**src/rtl/counter_range_updown_param_if.sv**
```systemverilog
// Control and status bundle for counter_range_updown_param.
// master drives the controls; slave is the counter itself.
interface counter_range_updown_param_if #(
  parameter int unsigned WIDTH  = 8,
  parameter int unsigned STEP_W = 4
) ();
  logic              en_in;
  logic              load_en_in;
  logic [WIDTH-1:0]  d_in;
  logic              ahup_aldown;
  logic [STEP_W-1:0] step_in;
  logic [1:0]        mode_in;
  logic [WIDTH-1:0]  count_out;
  logic              dir_out;
  logic              tc_out;
  logic              load_err_out;

  modport master (
    output en_in, load_en_in, d_in, ahup_aldown, step_in, mode_in,
    input  count_out, dir_out, tc_out, load_err_out
  );

  modport slave (
    input  en_in, load_en_in, d_in, ahup_aldown, step_in, mode_in,
    output count_out, dir_out, tc_out, load_err_out
  );
endinterface

```
**src/rtl/counter_range_updown_param.sv**
```systemverilog
// Bounded up/down counter with run-time step, wrap/saturate/bounce end
// behaviour, clamped parallel load and registered terminal-count pulse.
module counter_range_updown_param #(
  parameter int unsigned WIDTH   = 8,
  parameter int unsigned MIN_VAL = 10,
  parameter int unsigned MAX_VAL = 40,
  parameter int unsigned STEP_W  = 4
) (
  input  logic clk,
  input  logic reset_al_in,
  counter_range_updown_param_if.slave bus
);

  typedef enum logic [1:0] {
    MODE_WRAP   = 2'b00,
    MODE_SAT    = 2'b01,
    MODE_BOUNCE = 2'b10,
    MODE_RSVD   = 2'b11
  } mode_t;

  localparam int unsigned      EXT_W = WIDTH + STEP_W + 1;
  localparam logic [WIDTH-1:0] MIN_L = WIDTH'(MIN_VAL);
  localparam logic [WIDTH-1:0] MAX_L = WIDTH'(MAX_VAL);

  logic [WIDTH-1:0] count_q, count_d;
  logic             bdir_q, bdir_d;
  logic             tc_q, tc_d;
  logic             err_q, err_d;

  mode_t            mode;
  logic             eff_up;
  logic [EXT_W-1:0] step_x, cnt_x, up_sum, dn_lim;

  assign mode   = mode_t'(bus.mode_in);
  assign eff_up = (mode == MODE_BOUNCE) ? bdir_q : bus.ahup_aldown;

  // Down bound is tested as count <= MIN + s so no signed intermediate is needed.
  assign step_x = EXT_W'(bus.step_in);
  assign cnt_x  = EXT_W'(count_q);
  assign up_sum = cnt_x + step_x;
  assign dn_lim = EXT_W'(MIN_L) + step_x;

  always_comb begin
    count_d = count_q;
    bdir_d  = bdir_q;
    tc_d    = 1'b0;
    err_d   = 1'b0;
    if (bus.load_en_in) begin
      bdir_d = bus.ahup_aldown;
      if (bus.d_in < MIN_L) begin
        count_d = MIN_L;
        err_d   = 1'b1;
      end else if (bus.d_in > MAX_L) begin
        count_d = MAX_L;
        err_d   = 1'b1;
      end else begin
        count_d = bus.d_in;
      end
    end else if (bus.en_in && (bus.step_in != '0)) begin
      if (eff_up) begin
        if (up_sum < EXT_W'(MAX_L)) begin
          count_d = up_sum[WIDTH-1:0];
        end else begin
          tc_d = 1'b1;
          case (mode)
            MODE_SAT:    count_d = MAX_L;
            MODE_BOUNCE: begin
              count_d = MAX_L;
              bdir_d  = 1'b0;
            end
            default:     count_d = (up_sum == EXT_W'(MAX_L)) ? MAX_L : MIN_L;
          endcase
        end
      end else begin
        if (cnt_x > dn_lim) begin
          count_d = count_q - WIDTH'(bus.step_in);
        end else begin
          tc_d = 1'b1;
          case (mode)
            MODE_SAT:    count_d = MIN_L;
            MODE_BOUNCE: begin
              count_d = MIN_L;
              bdir_d  = 1'b1;
            end
            default:     count_d = (cnt_x == dn_lim) ? MIN_L : MAX_L;
          endcase
        end
      end
    end
  end

  always_ff @(posedge clk or negedge reset_al_in) begin
    if (!reset_al_in) begin
      count_q <= MIN_L;
      bdir_q  <= 1'b1;
      tc_q    <= 1'b0;
      err_q   <= 1'b0;
    end else begin
      count_q <= count_d;
      bdir_q  <= bdir_d;
      tc_q    <= tc_d;
      err_q   <= err_d;
    end
  end

  assign bus.count_out    = count_q;
  assign bus.dir_out      = eff_up;
  assign bus.tc_out       = tc_q;
  assign bus.load_err_out = err_q;

endmodule

```
**src/flat_wrapper.sv**
```systemverilog
// flat-port wrapper written by rule: the top's interface ports become plain ports
module counter_range_updown_param_flat 
#(
  parameter int unsigned WIDTH   = 8,
  parameter int unsigned MIN_VAL = 10,
  parameter int unsigned MAX_VAL = 40,
  parameter int unsigned STEP_W  = 4
)
  (clk, reset_al_in, bus_en_in, bus_load_en_in, bus_d_in, bus_ahup_aldown, bus_step_in, bus_mode_in, bus_count_out, bus_dir_out, bus_tc_out, bus_load_err_out);
  counter_range_updown_param_if #(.WIDTH(WIDTH), .STEP_W(STEP_W)) bus_i ();
  input  logic clk;
  input  logic reset_al_in;
  input wire logic [$bits(bus_i.en_in)-1:0] bus_en_in;
  input wire logic [$bits(bus_i.load_en_in)-1:0] bus_load_en_in;
  input wire logic [$bits(bus_i.d_in)-1:0] bus_d_in;
  input wire logic [$bits(bus_i.ahup_aldown)-1:0] bus_ahup_aldown;
  input wire logic [$bits(bus_i.step_in)-1:0] bus_step_in;
  input wire logic [$bits(bus_i.mode_in)-1:0] bus_mode_in;
  output wire logic [$bits(bus_i.count_out)-1:0] bus_count_out;
  output wire logic [$bits(bus_i.dir_out)-1:0] bus_dir_out;
  output wire logic [$bits(bus_i.tc_out)-1:0] bus_tc_out;
  output wire logic [$bits(bus_i.load_err_out)-1:0] bus_load_err_out;
  assign bus_i.en_in = bus_en_in;
  assign bus_i.load_en_in = bus_load_en_in;
  assign bus_i.d_in = bus_d_in;
  assign bus_i.ahup_aldown = bus_ahup_aldown;
  assign bus_i.step_in = bus_step_in;
  assign bus_i.mode_in = bus_mode_in;
  assign bus_count_out = bus_i.count_out;
  assign bus_dir_out = bus_i.dir_out;
  assign bus_tc_out = bus_i.tc_out;
  assign bus_load_err_out = bus_i.load_err_out;
  counter_range_updown_param #(.WIDTH(WIDTH), .MIN_VAL(MIN_VAL), .MAX_VAL(MAX_VAL), .STEP_W(STEP_W)) u_core (.clk(clk), .reset_al_in(reset_al_in), .bus(bus_i));
endmodule
```
**config.mk**
```make
export PLATFORM = sky130hd
export DESIGN_NAME = counter_range_updown_param_flat
export DESIGN_NICKNAME = d
export VERILOG_FILES = /design/src/rtl/counter_range_updown_param_if.sv /design/src/rtl/counter_range_updown_param.sv /design/src/flat_wrapper.sv
export SDC_FILE = /design/constraint.sdc
export NUM_CORES = 1
export LEC_CHECK = 0
export CAP_MARGIN = 10
export CELL_PAD_IN_SITES_DETAIL_PLACEMENT = 0
export CELL_PAD_IN_SITES_GLOBAL_PLACEMENT = 2
export CORE_UTILIZATION = 32
export DETAILED_ROUTE_END_ITERATION = 10
export GPL_ROUTABILITY_DRIVEN = 0
export PLACE_DENSITY_LB_ADDON = 0.1
export SYNTH_ARGS = -nofsm -noshare
export SYNTH_HDL_FRONTEND = slang
export SYNTH_SLANG_ARGS = --single-unit
```
**constraint.sdc**
```tcl
create_clock -name clk -period 7.9 [get_ports clk]
set_clock_uncertainty 0.1 [all_clocks]
set_input_delay 0.79 -clock clk [delete_from_list [all_inputs] [get_ports clk]]
set_output_delay 0.79 -clock clk [all_outputs]
set_load 0.03 [all_outputs]
```
Word level (Yosys, flattened, before mapping)

Index checks and enable logic that the tools add are counted.

Word-level logic and storage cells: 50
Flip-flop bits (word level): 11
Input port bits: 19
Latch bits: 0
Memory bits (writable): 0
Output and inout port bits: 11
Bits in read-only memories: 0
Memories kept: 0

Eq/ne operators: 6
$lt $le $gt $ge: 4
Bitwise logic cells: 0
Reductions and logical operators: 6
Add/subtract/negate cells: 3
Multipliers: 0
Shift-type cells: 0
Div/mod/pow operators: 0
Mux-type cells: 27

Operator list:

| cell                | number |
|---|---|
| $mux 8              | 9 |
| $mux 1              | 16 |
| $eq 13x6->1 const B | 1 |
| $eq 8x13->1         | 1 |
| $gt 8x13->1         | 1 |
| $lt 13x6->1 const B | 1 |
| $mux 6              | 2 |
| $add 8x4->9         | 1 |
| $gt 8x6->1 const B  | 1 |
| $lt 8x4->1 const B  | 1 |
| $sub 8x4->8         | 1 |
| $ne 3x3->1 const B  | 2 |
| $add 4x4->5 const A | 1 |
| $reduce_and 4->1    | 1 |
| $reduce_bool 2->1   | 2 |
| $reduce_bool 4->1   | 1 |
| $eq 2x1->1 const B  | 1 |
| $eq 2x2->1 const B  | 1 |
| $reduce_or 2->1     | 1 |
| $logic_and 1x1->1   | 1 |

Logic depth before layout (Yosys ltp)

Gate-level depths: netlist of the first run.

Word-level depth: 8
Depth in mapped cells: 9
Depth with buffers taken out: 9

Least setup slack after synthesis of the first run

Ideal clock, no wire load.

Path kind: input-to-reg
Start point: input port bus_step_in[1]
End point: register u_core.count_q[4] (netlist: u_core.bus.count_out[4])
Library setup time: 126 ps
Path slack: 4,849 ps
Data arrival time: 2,825 ps
Buffers on the path: 0
Required time: 7,674 ps
Stages on the path: 9
Path through: ha_1 > xor2_1 > ha_1 > a21o_1 > a221o_1 > a2111o_1 > nand2_1 > o22ai_1 > a221o_1

Cells in the longest elaborated chain, start to end: 6
Elaborated cells between the ends (all ways): 13
Classes of those cells: add/sub: 3; order compare: 2; mux: 5; reduce/logical: 3

Ends and longest elaborated chain:

| element                                    | line                                                               | source |
|---|---|---|
| start, declared                            | flat_wrapper.sv:17                                                 | `input wire logic [$bits(bus_i.step_in)-1:0] bus_step_in;` |
| $add 8x4->9 or $add 4x4->5 (tied branches) | counter_range_updown_param.sv:40, counter_range_updown_param.sv:41 |  |
| $lt 13x6->1 or $gt 8x13->1 (tied branches) | counter_range_updown_param.sv:61, counter_range_updown_param.sv:75 |  |
| $mux 8 (on tied branches)                  | counter_range_updown_param.sv:61, counter_range_updown_param.sv:75 |  |
| $mux 8                                     | counter_range_updown_param.sv:60                                   | `if (eff_up) begin` |
| $mux 8                                     | counter_range_updown_param.sv:59                                   | `end else if (bus.en_in && (bus.step_in != '0)) begin` |
| $mux 8                                     | counter_range_updown_param.sv:48                                   | `if (bus.load_en_in) begin` |
| end signal, assigned                       | counter_range_updown_param.sv:99                                   | `count_q <= count_d;` |
| end, declared                              | counter_range_updown_param.sv:25                                   | `logic [WIDTH-1:0] count_q, count_d;` |

Several ways; a longest one is shown, not always the timed one. The select of a mux whose other input is x is not followed.
A chain may end at the register's enable or synchronous reset.

Worst setup path in the final report of the first run

Start point: input port bus_mode_in[1]
End point: output port bus_dir_out

Cells in the longest elaborated chain, start to end: 2

Ends and longest elaborated chain:

| element         | line                             | source |
|---|---|---|
| start, declared | flat_wrapper.sv:18               | `input wire logic [$bits(bus_i.mode_in)-1:0] bus_mode_in;` |
| $eq 2x2->1      | counter_range_updown_param.sv:35 | `assign eff_up = (mode == MODE_BOUNCE) ? bdir_q : bus.ahup_aldown;` |
| $mux 1          | counter_range_updown_param.sv:35 |  |
| end, declared   | flat_wrapper.sv:20               | `output wire logic [$bits(bus_i.dir_out)-1:0] bus_dir_out;` |

No other way between the ends.

==> results of run 1 <==
## tightest hold or removal path, cell delays in order, from the launching register on
cell,delay [ns]
dfstp_2,0.37
nor2_1,0.08
mux2_2,0.14
## power groups by stage
stage / clock network, mW / registers [mW] / logic [mW]
after CTS: 0.0598 / 0.0808 / 0.183
after detailed placement: 0 / 0.0816 / 0.182
after floorplan: 0 / 0.0859 / 0.117
final: 0.0582 / 0.0809 / 0.184
after global routing: 0.0635 / 0.0826 / 0.202
after global placement: 0 / 0.0823 / 0.181
## layer usage
metal	wire, microns	global-route usage [%]	up-vias	share of wire [%]
met2	2146	36.29	35	48
met1	2097	27.47	703	47
met3	159	5.099	9	3.5
met5	0	0	-	0
li1	-	-	715	-
met4	77	4.592	0	1.7
## cell families (layout without fill, tap and decap cells)
family          after synthesis  after routing
compound gates               65             65
buf+inv                      23             48
fa+ha+maj                    15             15
simple gates                 53             53
mux                           3              3
flops                        11             11
xor+xnor                      6              6
## flip-flops by register name, summed over array words and instances (netlist names)
| signal | cells |
|---|---|
| u_core.bus.load_err_out | 1 |
| u_core.bus.tc_out | 1 |
| u_core.bus.count_out | 8 |
| u_core.bdir_q | 1 |
## area by class of cell
type | instances | area (sq um) | share of cell area, %
clock buffers | 4 | 45.04 | 2.517
inverters | 15 | 56.30 | 3.147
multi-input cells | 142 | 1056 | 59.02
flip-flops and latches | 11 | 279.0 | 15.59
well taps | 50 | 62.56 | 3.496
repair buffers | 29 | 290.3 | 16.22
## cells in the final DEF, fill, tap and decap left out, types with 3 or more instances in the layout
| cell | n |
|---|---|
| a31oi_1 | 4 |
| inv_1 | 15 |
| a221o_1 | 3 |
| o31a_1 | 5 |
| clkbuf_8 | 3 |
| ha_1 | 13 |
| xnor2_1 | 4 |
| nand3b_1 | 3 |
| nand2_1 | 7 |
| clkdlybuf4s50_1 | 29 |
| nor3_1 | 5 |
| nor2b_1 | 5 |
| o211ai_1 | 4 |
| nor4_1 | 5 |
| o21ai_0 | 7 |
| nor2_1 | 15 |
| dfstp_2 | 3 |
| dfrtp_1 | 8 |
| nand3_1 | 4 |
| a22oi_1 | 5 |
| a21oi_1 | 12 |
## worst min-delay path by stage
stage	startpoint	end	slack, ns	cells after the start
final	u_core.bdir_q	u_core.bdir_q	0.53	2
after global routing	u_core.bdir_q	u_core.bdir_q	0.58	2
after CTS	u_core.bus.count_out[3]	u_core.bus.count_out[3]	0.53	2
after detailed placement	u_core.bus.count_out[3]	u_core.bus.count_out[3]	0.52	2
after global placement	u_core.bus.count_out[3]	u_core.bus.count_out[3]	0.51	2
after floorplan	reset_al_in	u_core.bus.count_out[0]	0.39	0
==> results.md, run 1 <==
- DR DRC count: 0
- Die Width: 68.85 microns
- Max_cap viols: 0
- Clock-pin slew on the worst setup and hold paths: 0.05 ns
- R2R Setup Slk: 4.95 ns
- Global-route wire length before repair: 7265 microns
- Simple-Gate Fraction of Synth Area: 19.51%
- RSZ-0062 raised after global routing: false
- Area contributors post-synth: dfrtp_1 14%, ha_1 11%, dfstp_2 5.5%
- Synth top cells by count: 15 x inv_1, 15 x nor2_1, 13 x ha_1
- Inserted Clock Buffers: 3
- Critical Path RT: 7.01 ns
- Worst-case reg-to-reg path depth: 8
- Synth Area in Compound Gates: 34.21%
- Max Slew Vio Count: 0
- Stages on worst setup path: 5
- Rel. slew slack: 33.85%
- Count of final hold-check violations: 0
- Clk root buf: clkbuf_8
- Hold WC Path Type: flop to flop
- Minimum clock period: 3.843 ns
- Setup TNS Final: 0 ns
- Distinct cell type count after synthesis: 51
- Max Fanout on Critical Path: 9
- RR Startpoint: u_core.bus.count_out[1]
- Global route overflow: 0
- Post-route ant nets: 0
- Clk pwr share: 18.0%
- Total Wirelength: 4480 microns
- Final nets: 236
- DP HPWL: 3610 microns
- Crit-path most repeated cell: clkdlybuf4s50_1
- WHS: 0.5270 ns
- Comb power frac: 56.9%
- CP Data Arrival Time: 2.95 ns
- Clock Sinks: 11
- Fill cell count: 448
- Top-area cell type share of the netlist area: 14.00%
- CP Cell Sequence: clkdlybuf4s50_1 > ha_1 > mux2i_1 > inv_1 > clkdlybuf4s50_1
- Number of synthesized flops with an enable pin: 0
- Critical path buffers and inverters: 3
- Vias in the first global route: 1515
- Syn Area/Cell: 8.126 sq um
- Row count: 23
- Power Total: 0.3228 mW
- Syn nets: 210
- TritonCTS clock tree: done
- Core box area: 0.004144 sq mm
- Final setup margin: 4.057 ns
- Clock latency on the worst-skew pair: 0.24 ns
- Initial core utilization: 34.51%
- Flop pwr share: 25.1%
- Resized Gates After CTS: 0
- Post-route insts no fill: 251
- H-tree lvl count: 1
- Clock tree buffer depth: 2
- Reg-to-reg critical path endpoint: u_core.bdir_q
- Switch Pwr: 0.1436 mW
- Vias: 1462
- Vias/cell: 5.825
- DR pass1 iterations: 4
- Number of port buffers: 29
- Area grow syn2layout: 25.11%
- Adder-cell share of the synthesized area: 14.17%
- Post CTS Setup Buffer Count: 0
- Cells after Synth: 176
- Main combinational cell family by area after synthesis: compound AO/OA/AOI/OAI gates
- XOR/XNOR Fraction of Synth Area: 3.675%
- Crit path capture type: output port
- CP endpoint: bus_dir_out
- Leakage: 0.7140 nW
- Flops & latches, synth: 11
- Ys Warns: 0
- Final Util: 43.18%
- Initial antenna violation count: 0
- I/O pin cnt: 30
- Crit path from: bus_mode_in[1]
- Placed insts: 247
- Net switching fraction of the power: 44.49%
- Placed Area: 0.001744 sq mm
- Commonest register cell after synthesis: dfrtp_1
- Mux share of post-synthesis cell area: 2.275%
- Yosys top cell by area: dfrtp_1
- Register area share after synthesis: 19.51%
- Period utilisation layout: 48.64%
- Pwr dens: 180.4 mW/mm^2
- Post-synthesis cell area: 0.001430 sq mm
- Wirelength per Cell: 17.85 microns
- Die Area: 0.004740 sq mm
- Antenna cells: 0
- 1st-iter DRT viols: 72
- Worst Setup Path Type: input pin to output port
- Internal power: 0.1792 mW
- Largest net degree at the start of global routing: 21
- Crit path max-delay cell type: mux2i_1
- Final instance area: 0.001789 sq mm
- Fmax: 260.2 MHz
- Total track usage: 21.47%
- Hold-fix buffers, CTS: 0
- Crit start category: input pin
- Asr flop ratio synth: 100.0%
- Crit-path max cell delay: 0.69 ns
- Pre-CTS setup slack: 4.020 ns
- Critical path's top delay family: buffers and inverters
- VDD IR max: 0.06082 mV
- Run status: complete, no violations
- Die Y: 68.85 microns
- # setup viols final: 0
- Pin slew with the least headroom to its limit: 0.9815 ns
- Layout cells sized above 1: 7.463%
Power figures use the tool's default switching activity.
==> run 2: changes to the inputs <==
CORE_UTILIZATION = 30   (was 32)
clock period = 3.6 ns   (was 7.9 ns; I/O delays follow)
==> run 2 against run 1 <==
Sequential power up 120%. Count of clock-buffer cells in the layout unchanged. Routed wire length increased by 1.7%. Clock power grew 120%. Die area is 6.5% higher. Critical endpoint is now u_core.bus.tc_out. Cell count increased by 2.4%. Largest power group unchanged. Critical path depth grew 5. Flip-flop and latch count unchanged.
==> results.md, run 2 (synthesis results as in run 1) <==
- TritonCTS clock tree: done
- Flop pwr share: 24.8% (-0.3 points)
- Internal power: 0.4002 mW (+120%)
- Leakage: 0.7331 nW (+2.7%)
- Clock-pin slew on the worst setup and hold paths: 0.05 ns (about the same)
- Minimum clock period: 3.164 ns
- Crit path max-delay cell type: clkdlybuf4s50_1
- Pin slew with the least headroom to its limit: 0.7222 ns (-0.2593 ns)
- Most common cell after layout, fill and taps aside: clkdlybuf4s50_1
- Area grow syn2layout: 27.38%
- Count of final hold-check violations: 0 (unchanged)
- Die Y: 71.05 microns (+3.2%)
- VDD IR max: 0.1479 mV (+140%)
- Clock Sinks: 11 (unchanged)
- Total Wirelength: 4554 microns (+1.7%)
- Max reg flops: 8 (unchanged)
- Fmax: 316.1 MHz
- Stages on worst setup path: 10 (+5)
- Fill cell count: 483 (+7.8%)
- RSZ-0062 raised after global routing: false
- Final nets: 240 (+1.7%)
- 1st-iter DRT viols: 127 (+76%)
- Global route overflow: 0 (unchanged)
- Total track usage: 19.00% (-2.5 points)
- DP HPWL: 3674 microns (+1.8%)
- Number of port buffers: 29 (unchanged)
- Layout cells sized above 1: 9.268% (+1.8 points)
- Vias in the first global route: 1460 (-3.6%)
- I/O pin cnt: 30 (unchanged)
- Largest net degree at the start of global routing: 21 (unchanged)
- Max Fanout on Critical Path: 6 (-3)
- Clk root buf: clkbuf_8
- Hold WC Path Type: input pin to async pin
- Die Area: 0.005047 sq mm (+6.5%)
- Vias: 1492 (+2.1%)
- Clock tree buffer depth: 2 (unchanged)
- Clk pwr share: 17.5% (-0.5 points)
- Row count: 24 (+4.3%)
- Initial antenna violation count: 0 (unchanged)
- Worst Setup Path Type: input pin to flop
- Crit path capture type: flop
- Period utilisation layout: 87.89%
- Resized Gates After CTS: 0 (unchanged)
- # setup viols final: 0 (unchanged)
- Post-route ant nets: 0 (unchanged)
- Worst-case reg-to-reg path depth: 8 (unchanged)
- Switch Pwr: 0.3163 mW (+120%)
- CP Cell Sequence: clkdlybuf4s50_1 > ha_1 > xor2_1 > ha_1 > a21o_1 > a221o_1 > a2111o_1 > and2_1 > a21oi_2 > and2_1
- Die Width: 71.05 microns (+3.2%)
- WHS: 0.3871 ns (-0.1399 ns)
- Critical path buffers and inverters: 1 (-2)
- Pwr dens: 393.3 mW/mm^2 (+120%)
- Inserted Clock Buffers: 3 (unchanged)
- Antenna cells: 0 (unchanged)
- Max Slew Vio Count: 0 (unchanged)
- Global-route wire length before repair: 7369 microns (+1.4%)
- Net switching fraction of the power: 44.14% (-0.35 points)
- Max_cap viols: 0 (unchanged)
- DR pass1 iterations: 4 (unchanged)
- Most frequent cells in the layout: 29 x clkdlybuf4s50_1, 15 x inv_1, 15 x nor2_1, 13 x ha_1, 12 x a21oi_1
- Wirelength per Cell: 17.72 microns (-0.72%)
- Vias/cell: 5.805 (-0.33%)
- Critical Path RT: 3.67 ns (-3.34 ns)
- Post CTS Setup Buffer Count: 0 (unchanged)
- Crit start category: input pin
- CP Data Arrival Time: 3.24 ns (+0.29 ns)
- DR DRC count: 0 (unchanged)
- Initial core utilization: 31.96% (-2.5 points)
- Crit path from: bus_step_in[2]
- Critical path's top delay family: compound AO/OA/AOI/OAI gates
- Rel. slew slack: 51.70% (+18 points)
- Crit-path max cell delay: 0.53 ns (-0.16 ns)
- Run status: complete, no violations
- Setup TNS Final: 0 ns (unchanged)
- Hold-fix buffers, CTS: 0 (unchanged)
- H-tree lvl count: 1 (unchanged)
- Comb power frac: 57.7% (+0.8 points)
- Core box area: 0.004474 sq mm (+8.0%)
- Clock latency on the worst-skew pair: 0.24 ns (about the same)
- RR Startpoint: u_core.bus.count_out[1]
run 2: cell types whose count changed in the layout (fill, tap and decap cells not counted):
| cell | previous run | this run |
|---|---|---|
| buf_4 | 0 | 4 |
run 2: worst paths after layout:
kind	to	slack [ns]
hold reg to reg	u_core.bus.count_out[3]	0.53
hold / removal	u_core.bus.tc_out	0.39
setup / recovery	u_core.bus.tc_out	0.44
min in group clk	u_core.bus.count_out[3]	0.53
max in group asynchronous	u_core.bus.count_out[1]	2.64
setup reg to reg	u_core.bdir_q	0.75
run 2: power groups by stage:
stage | sequential, mW | combinational (mW) | clock [mW]
5_1_grt | 0.182 | 0.450 | 0.136
3_5_place_dp | 0.180 | 0.410 | 0
3_3_place_gp | 0.180 | 0.410 | 0
4_1_cts | 0.178 | 0.413 | 0.128
6_report | 0.177 | 0.414 | 0.126
2_1_floorplan | 0.188 | 0.256 | 0
run 2: worst reg2reg max path, stage by stage, from the launching register on:
cell	delay, ns
dfstp_2	0.58
inv_1	0.12
fa_1	0.49
nor3_1	0.24
and4bb_2	0.25
a22oi_1	0.11
or2_1	0.32
o211ai_1	0.22
mux2_2	0.35
run 2: through the flow:
step / setup WS, ns / power [mW] / area [sq um] / util [%] / std cells
after floorplan: 0.8561 / 0.4445 / 1430 / - / 176
after global placement: 0.2225 / 0.5900 / 1777 / 39.71 / 253
after detailed placement: 0.1755 / 0.5896 / 1777 / 39.71 / 253
after CTS: 0.4293 / 0.7198 / 1822 / 40.72 / 257
after global routing: 0.3015 / 0.7676 / 1822 / 40.72 / 257
final: 0.4361 / 0.7165 / 1822 / 40.72 / 257
run 2: layer usage:
layer | up-vias | GRT usage (%) | wire, microns
met2 | 38 | 31.62 | 2179
met5 | - | 0 | 0
li1 | 725 | - | -
met4 | 0 | 6.889 | 64
met3 | 8 | 1.567 | 204
met1 | 721 | 25.79 | 2106
run 2: area by class of cell:
type                       count  area [sq um]  share of cell area, %
clock buffer                   4         45.04                  2.473
inverter                      15         56.30                  3.091
multi-input combinational    142          1056                  57.97
sequential                    11         279.0                  15.32
tap                           52         65.06                  3.571
timing repair buffer          33         320.3                  17.58
